## src/rtl/ilm_pkg.sv

```systemverilog
// Shared types and constants for the iterative logarithmic multiplier (IterLM) sequencer.
package ilm_pkg;

    typedef enum logic [1:0] {
        IDLE = 2'd0,
        ITER = 2'd1,
        DONE = 2'd2
    } ilm_state_t;

    localparam int ILM_WIDTH = 16;
    localparam int ILM_ITERS = 2;

    // Exponent width for a leading-one index; kept at least 1 bit wide.
    function automatic int k_width(input int width);
        return (width > 1) ? $clog2(width) : 1;
    endfunction

endpackage

```

## src/rtl/ilm_iter_seq_if.sv

```systemverilog
// Operand/result handshake bundle for ilm_iter_seq, plus the per-iteration one-hot taps.
interface ilm_iter_seq_if
    import ilm_pkg::*;
#(
    parameter int WIDTH = ILM_WIDTH,
    parameter int ITERS = ILM_ITERS
);
    localparam int CNT_W = $clog2(ITERS + 1);

    logic                 in_valid;
    logic                 in_ready;
    logic [WIDTH-1:0]     a;
    logic [WIDTH-1:0]     b;
    logic                 out_valid;
    logic                 out_ready;
    logic [2*WIDTH-1:0]   product;
    logic [CNT_W-1:0]     iters_used;
    logic [WIDTH-1:0]     o_a;
    logic [WIDTH-1:0]     o_b;

    modport master (
        output in_valid, a, b, out_ready,
        input  in_ready, out_valid, product, iters_used, o_a, o_b
    );

    modport slave (
        input  in_valid, a, b, out_ready,
        output in_ready, out_valid, product, iters_used, o_a, o_b
    );

endinterface

```

## src/rtl/ilm_lod.sv

```systemverilog
// Combinational leading-one detector: residue -> one-hot MSB, its index k, and a zero flag.
module ilm_lod
    import ilm_pkg::*;
#(
    parameter int WIDTH = ILM_WIDTH,
    parameter int KW    = k_width(WIDTH)
) (
    input  logic [WIDTH-1:0] res,
    output logic [WIDTH-1:0] onehot,
    output logic [KW-1:0]    k,
    output logic             zero
);

    always_comb begin
        onehot = '0;
        k      = '0;
        zero   = (res == '0);
        // Ascending scan: the highest set bit is the last one written.
        for (int i = 0; i < WIDTH; i++) begin
            if (res[i]) begin
                onehot    = '0;
                onehot[i] = 1'b1;
                k         = KW'(i);
            end
        end
    end

endmodule

```

## src/rtl/ilm_iter_seq.sv

```systemverilog
// IterLM sequencer: accumulates Mitchell partial products over up to ITERS iterations.
// Build option ILM_EARLY_TERM_EN ends iterating as soon as either residue reaches zero.
module ilm_iter_seq
    import ilm_pkg::*;
#(
    parameter int WIDTH = ILM_WIDTH,
    parameter int ITERS = ILM_ITERS
) (
    input  logic           clk,
    input  logic           rst_n,
    ilm_iter_seq_if.slave  bus
);

    localparam int PW    = 2 * WIDTH;
    localparam int KW    = k_width(WIDTH);
    localparam int CNT_W = $clog2(ITERS + 1);

    ilm_state_t        state_q, state_d;
    logic [WIDTH-1:0]  ra_q, ra_d, rb_q, rb_d;
    logic [PW-1:0]     acc_q, acc_d;
    logic [CNT_W-1:0]  cnt_q, cnt_d;

    logic [WIDTH-1:0]  oh_a, oh_b;
    logic [KW-1:0]     ka, kb;
    logic              za, zb;
    logic [PW-1:0]     partial;
    logic              last_iter;
    logic              in_ready, out_valid;
    logic [WIDTH-1:0]  o_a, o_b;

    ilm_lod #(.WIDTH(WIDTH), .KW(KW)) u_lod_a (.res(ra_q), .onehot(oh_a), .k(ka), .zero(za));
    ilm_lod #(.WIDTH(WIDTH), .KW(KW)) u_lod_b (.res(rb_q), .onehot(oh_b), .k(kb), .zero(zb));

    // Leading-one term plus the two cross terms; the residue-by-residue term is left to later iterations.
    always_comb begin
        partial = '0;
        if (!za && !zb) begin
            partial = (PW'(1) << (int'(ka) + int'(kb)))
                    + (PW'(ra_q ^ oh_a) << kb)
                    + (PW'(rb_q ^ oh_b) << ka);
        end
    end

    always_comb begin
        // NOTE: every signal written here gets a default first, so no branch can infer a latch.
        state_d   = state_q;
        ra_d      = ra_q;
        rb_d      = rb_q;
        acc_d     = acc_q;
        cnt_d     = cnt_q;
        last_iter = 1'b0;
        in_ready  = 1'b0;
        out_valid = 1'b0;
        o_a       = '0;
        o_b       = '0;
        case (state_q)
            IDLE: begin
                in_ready = 1'b1;
                if (bus.in_valid) begin
                    ra_d    = bus.a;
                    rb_d    = bus.b;
                    acc_d   = '0;
                    cnt_d   = '0;
                    state_d = ITER;
                end
            end
            ITER: begin
                o_a       = oh_a;
                o_b       = oh_b;
                acc_d     = acc_q + partial;
                ra_d      = ra_q ^ oh_a;
                rb_d      = rb_q ^ oh_b;
                cnt_d     = cnt_q + CNT_W'(1);
                last_iter = (int'(cnt_q) + 1 == ITERS);
`ifdef ILM_EARLY_TERM_EN
                if (ra_d == '0 || rb_d == '0) last_iter = 1'b1;
`endif
                if (last_iter) state_d = DONE;
            end
            DONE: begin
                out_valid = 1'b1;
                if (bus.out_ready) state_d = IDLE;
            end
            default: state_d = IDLE;
        endcase
    end

    // NOTE: sequential state uses non-blocking assignments so every flop samples pre-edge values.
    always_ff @(posedge clk or negedge rst_n) begin
        if (!rst_n) begin
            state_q <= IDLE;
            ra_q    <= '0;
            rb_q    <= '0;
            acc_q   <= '0;
            cnt_q   <= '0;
        end else begin
            state_q <= state_d;
            ra_q    <= ra_d;
            rb_q    <= rb_d;
            acc_q   <= acc_d;
            cnt_q   <= cnt_d;
        end
    end

    assign bus.in_ready   = in_ready;
    assign bus.out_valid  = out_valid;
    assign bus.product    = acc_q;
    assign bus.iters_used = cnt_q;
    assign bus.o_a        = o_a;
    assign bus.o_b        = o_b;

endmodule
```

## src/flat_wrapper.sv

```systemverilog
// flat-port wrapper written by rule: the top's interface ports become plain ports
module ilm_iter_seq_flat import ilm_pkg::*;
#(
    parameter int WIDTH = ILM_WIDTH,
    parameter int ITERS = ILM_ITERS
)
  (clk, rst_n, bus_in_valid, bus_a, bus_b, bus_out_ready, bus_in_ready, bus_out_valid, bus_product, bus_iters_used, bus_o_a, bus_o_b);
  ilm_iter_seq_if #(.WIDTH(WIDTH), .ITERS(ITERS)) bus_i ();
  input  logic clk;
  input  logic rst_n;
  input wire logic [$bits(bus_i.in_valid)-1:0] bus_in_valid;
  input wire logic [$bits(bus_i.a)-1:0] bus_a;
  input wire logic [$bits(bus_i.b)-1:0] bus_b;
  input wire logic [$bits(bus_i.out_ready)-1:0] bus_out_ready;
  output wire logic [$bits(bus_i.in_ready)-1:0] bus_in_ready;
  output wire logic [$bits(bus_i.out_valid)-1:0] bus_out_valid;
  output wire logic [$bits(bus_i.product)-1:0] bus_product;
  output wire logic [$bits(bus_i.iters_used)-1:0] bus_iters_used;
  output wire logic [$bits(bus_i.o_a)-1:0] bus_o_a;
  output wire logic [$bits(bus_i.o_b)-1:0] bus_o_b;
  assign bus_i.in_valid = bus_in_valid;
  assign bus_i.a = bus_a;
  assign bus_i.b = bus_b;
  assign bus_i.out_ready = bus_out_ready;
  assign bus_in_ready = bus_i.in_ready;
  assign bus_out_valid = bus_i.out_valid;
  assign bus_product = bus_i.product;
  assign bus_iters_used = bus_i.iters_used;
  assign bus_o_a = bus_i.o_a;
  assign bus_o_b = bus_i.o_b;
  ilm_iter_seq #(.WIDTH(WIDTH), .ITERS(ITERS)) u_core (.clk(clk), .rst_n(rst_n), .bus(bus_i));
endmodule
```

## config.mk

```make
export PLATFORM = sky130hd
export DESIGN_NAME = ilm_iter_seq_flat
export DESIGN_NICKNAME = d
export VERILOG_FILES = /design/src/rtl/ilm_pkg.sv /design/src/rtl/ilm_iter_seq_if.sv /design/src/rtl/ilm_lod.sv /design/src/rtl/ilm_iter_seq.sv /design/src/flat_wrapper.sv
export SDC_FILE = /design/constraint.sdc
export NUM_CORES = 1
export LEC_CHECK = 0
export ABC_AREA = 1
export BUFFER_PORTS_ARGS = -buffer_cell sky130_fd_sc_hd__buf_2
export CORE_ASPECT_RATIO = 1.2
export CORE_MARGIN = 10
export CORE_UTILIZATION = 60
export DETAILED_ROUTE_END_ITERATION = 6
export PLACE_DENSITY = 0.81
export SYNTH_ARGS = -nofsm -noshare
export SYNTH_HDL_FRONTEND = slang
export SYNTH_HIERARCHICAL = 1
export SYNTH_SLANG_ARGS = --single-unit
```

## constraint.sdc

```tcl
create_clock -name clk -period 8.8 [get_ports clk]
set_input_delay 1.76 -clock clk [delete_from_list [all_inputs] [get_ports clk]]
set_output_delay 1.76 -clock clk [all_outputs]
set_load 0.03 [all_outputs]
```

==> flow_metrics.tcl <==
set metrics [dict create \
    status "complete, no violations" \
    min_period_ns 7.84 \
    via_per_inst 5.92 \
    final_util_pct 66.6 \
    drive_gt1_share_pct 10.4 \
    routabilityCongestion 1.05 \
    antenna_cells 0 \
    grt_pass1_wl_mm 57.6 \
    port_buffers 103 \
    synth.cell_area_um2 10300 \
    clock_skew_ns 0.0143 \
    fp.dieW_um 140 \
    die_area_um2 22800 \
    finalCritPeriodShare_pct 89.1 \
    worstSetupPathType "reg2reg" \
    wl_per_cell_um 17.9 \
    clock_latency_ns 0.36 \
    cp_data_required_time_ns 9.04 \
    worstSetupStartpointType "register" \
    synth_edf_count 0 \
    cts.path.max_buffers 2 \
    cp_top_family "simple AND/OR/NAND/NOR gates" \
    drtIter0Drc 982 \
    ys_seq_area_share_pct 16.5 \
    num_vias 11737 \
    drc 0 \
    finalSetupViolations 0 \
    path_buf_inv 4 \
    maxCapViolCount 0 \
    yosys.cell_types.count 52 \
    placementRows 52 \
    first_global_vias 11687 \
    drtAntennaViolNets 0 \
    antenna_found_initial 0 \
    cts_tree "built" \
    ys.flop_type "dfrtp_1" \
    syn-instance-count 1695 \
    clk_pin_slew_ns 0.07 \
    htree_levels 3 \
    core-area_um2 16900 \
    slew_viol_final 0 \
    max_freq_mhz 128 \
    gr-total-overflow 0 \
    cts_buffers 9 \
    hold_viol_final 0 \
    worstMarginPinSlew_ns 1.03 \
    die_y_um 164 \
    critPathMaxFanout 19 \
    ys_warn_count 6 \
    dp_hpwl_mm 28.3 \
    grt_max_degree 69 \
    stdcell_area_um2 11200 \
    syn_nets 1831 \
    drt_first_pass_iters 7 \
    cts_hold_buf 0 \
    io_pins 104 \
    cts.sinks 68 \
    area_growth_syn_to_layout_pct 8.90 \
    nets 1896 \
    slowest_delay_ns 0.64 \
    timing.slew.headroom_pct 30.9 \
    avgSynthCellArea_um2 6.08 \
    wl_mm 35.4 \
    ctsResizeCount 0 \
    cpMostUsedCell "nand2_1" \
    setup_tns_ns 0 \
    async_reset_ff_share_pct 100 \
    grt_use_total_pct 30.4 \
    placed_area_um2 10900 \
    cts_setup_buffers 0 \
    worstSetupEndpointType "register" \
    rsz0062_at_grt "no" \
    arrival_ns 8.08 \
    min_path_type "reg2reg" \
    crit_slowest_cell "fa_1" \
    root_buffer "clkbuf_16" \
    ys_ff_latch 68 \
    initial_core_util_pct 61.2 \
]
-- cells in the mapped netlist (5+ instances only) --
cell	number	share of area [%]
o21bai_1	6	0.44
inv_2	5	0.18
nor3_1	19	0.92
xnor2_1	9	0.76
ha_1	66	8.0
or2_2	7	0.42
nand2_1	430	16
a21oi_1	104	5.0
o211ai_1	13	0.95
a21o_1	12	0.87
a31oi_1	10	0.61
nand4_1	17	1.0
clkbuf_1	47	1.7
buf_2	7	0.34
nand2_2	10	0.61
xor2_1	13	1.1
o221ai_1	22	1.9
nor2_1	178	6.5
nor2_2	8	0.49
fa_1	34	6.6
o21ai_0	171	8.3
dfrtp_1	68	17
mux2i_1	15	1.5
nand3_1	127	6.2
inv_1	238	8.7
o21ai_1	8	0.39
-- registers in the layout, indices dropped and copies added, names as in the netlist --
register / cells
u_core/state_q: 2
u_core/ra_q: 16
u_core/bus.iters_used: 2
u_core/bus.product: 32
u_core/rb_q: 16
-- path summary, 6_finish.rpt --
kind | to | cells past startpoint | slack [ns] | startpoint
hold / removal | u_core/bus.product[3] | 2 | 0.52 | u_core/bus.product[3]
hold reg to reg | u_core/bus.product[3] | 2 | 0.52 | u_core/bus.product[3]
setup / recovery | u_core/bus.product[25] | 35 | 0.96 | u_core/ra_q[5]
setup reg to reg | u_core/bus.product[25] | 35 | 0.96 | u_core/ra_q[5]
max in group asynchronous | u_core/ra_q[3] | 2 | 6.53 | rst_n
min in group asynchronous | u_core/bus.product[23] | 2 | 1.63 | rst_n
-- worst min-delay path, cell delays in order (launching register included) --
cell	delay [ns]
dfrtp_1	0.37
nand2_1	0.05
o21ai_0	0.06
-- cell families after synthesis --
| family | Yosys count | share of synthesized area (%) |
|---|---|---|
| simple gates | 813 | 33.6 |
| compound gates | 370 | 20.5 |
| buf+inv | 306 | 11.3 |
| fa+ha+maj | 100 | 14.6 |
| flops | 68 | 16.5 |
| xor+xnor | 23 | 2.03 |
| mux | 15 | 1.46 |
-- routing by layer --
| metal | global-route usage, % | share of wire, % | routed length [um] |
|---|---|---|---|
| met5 | 0 | 0 | 0 |
| met4 | 19.9 | 7.1 | 2510 |
| met3 | 3.98 | 5.6 | 1980 |
| met2 | 55.7 | 50 | 17700 |
| met1 | 32.1 | 37 | 13300 |
-- cell type report --
type | count | area (um2)
multi-input cells | 1321 | 7440
flip-flops and latches | 68 | 1700
well taps | 216 | 270
fillers | 1544 | 5630
clock buffers | 10 | 229
inverters | 247 | 927
repair buffers | 113 | 591
clock inverters | 6 | 63.8
-- per-stage QoR --
stage          instances  hold slack [ns]  worst slack [ns]
2_1_floorplan       1695            0.474              2.67
3_3_place_gp        1965            0.500              1.20
3_5_place_dp        1965            0.504              1.13
4_1_cts             1981            0.520              1.09
5_1_grt             1981            0.556             0.442
6_report            1981            0.519             0.961
-- cell usage in the layout (no fill, tap or decap), drive strengths merged, types with 15 or more instances in the layout --
cell type / n
nand3: 128
nand4: 17
fa: 34
ha: 66
buf: 113
nand2: 441
nor3: 21
nor2: 190
a21oi: 107
o21ai: 182
inv: 244
dfrtp: 68
o221ai: 22
mux2i: 15
Power is not shown: default switching activity piles up to over one toggle a cycle in this logic, so the estimate is an artifact.
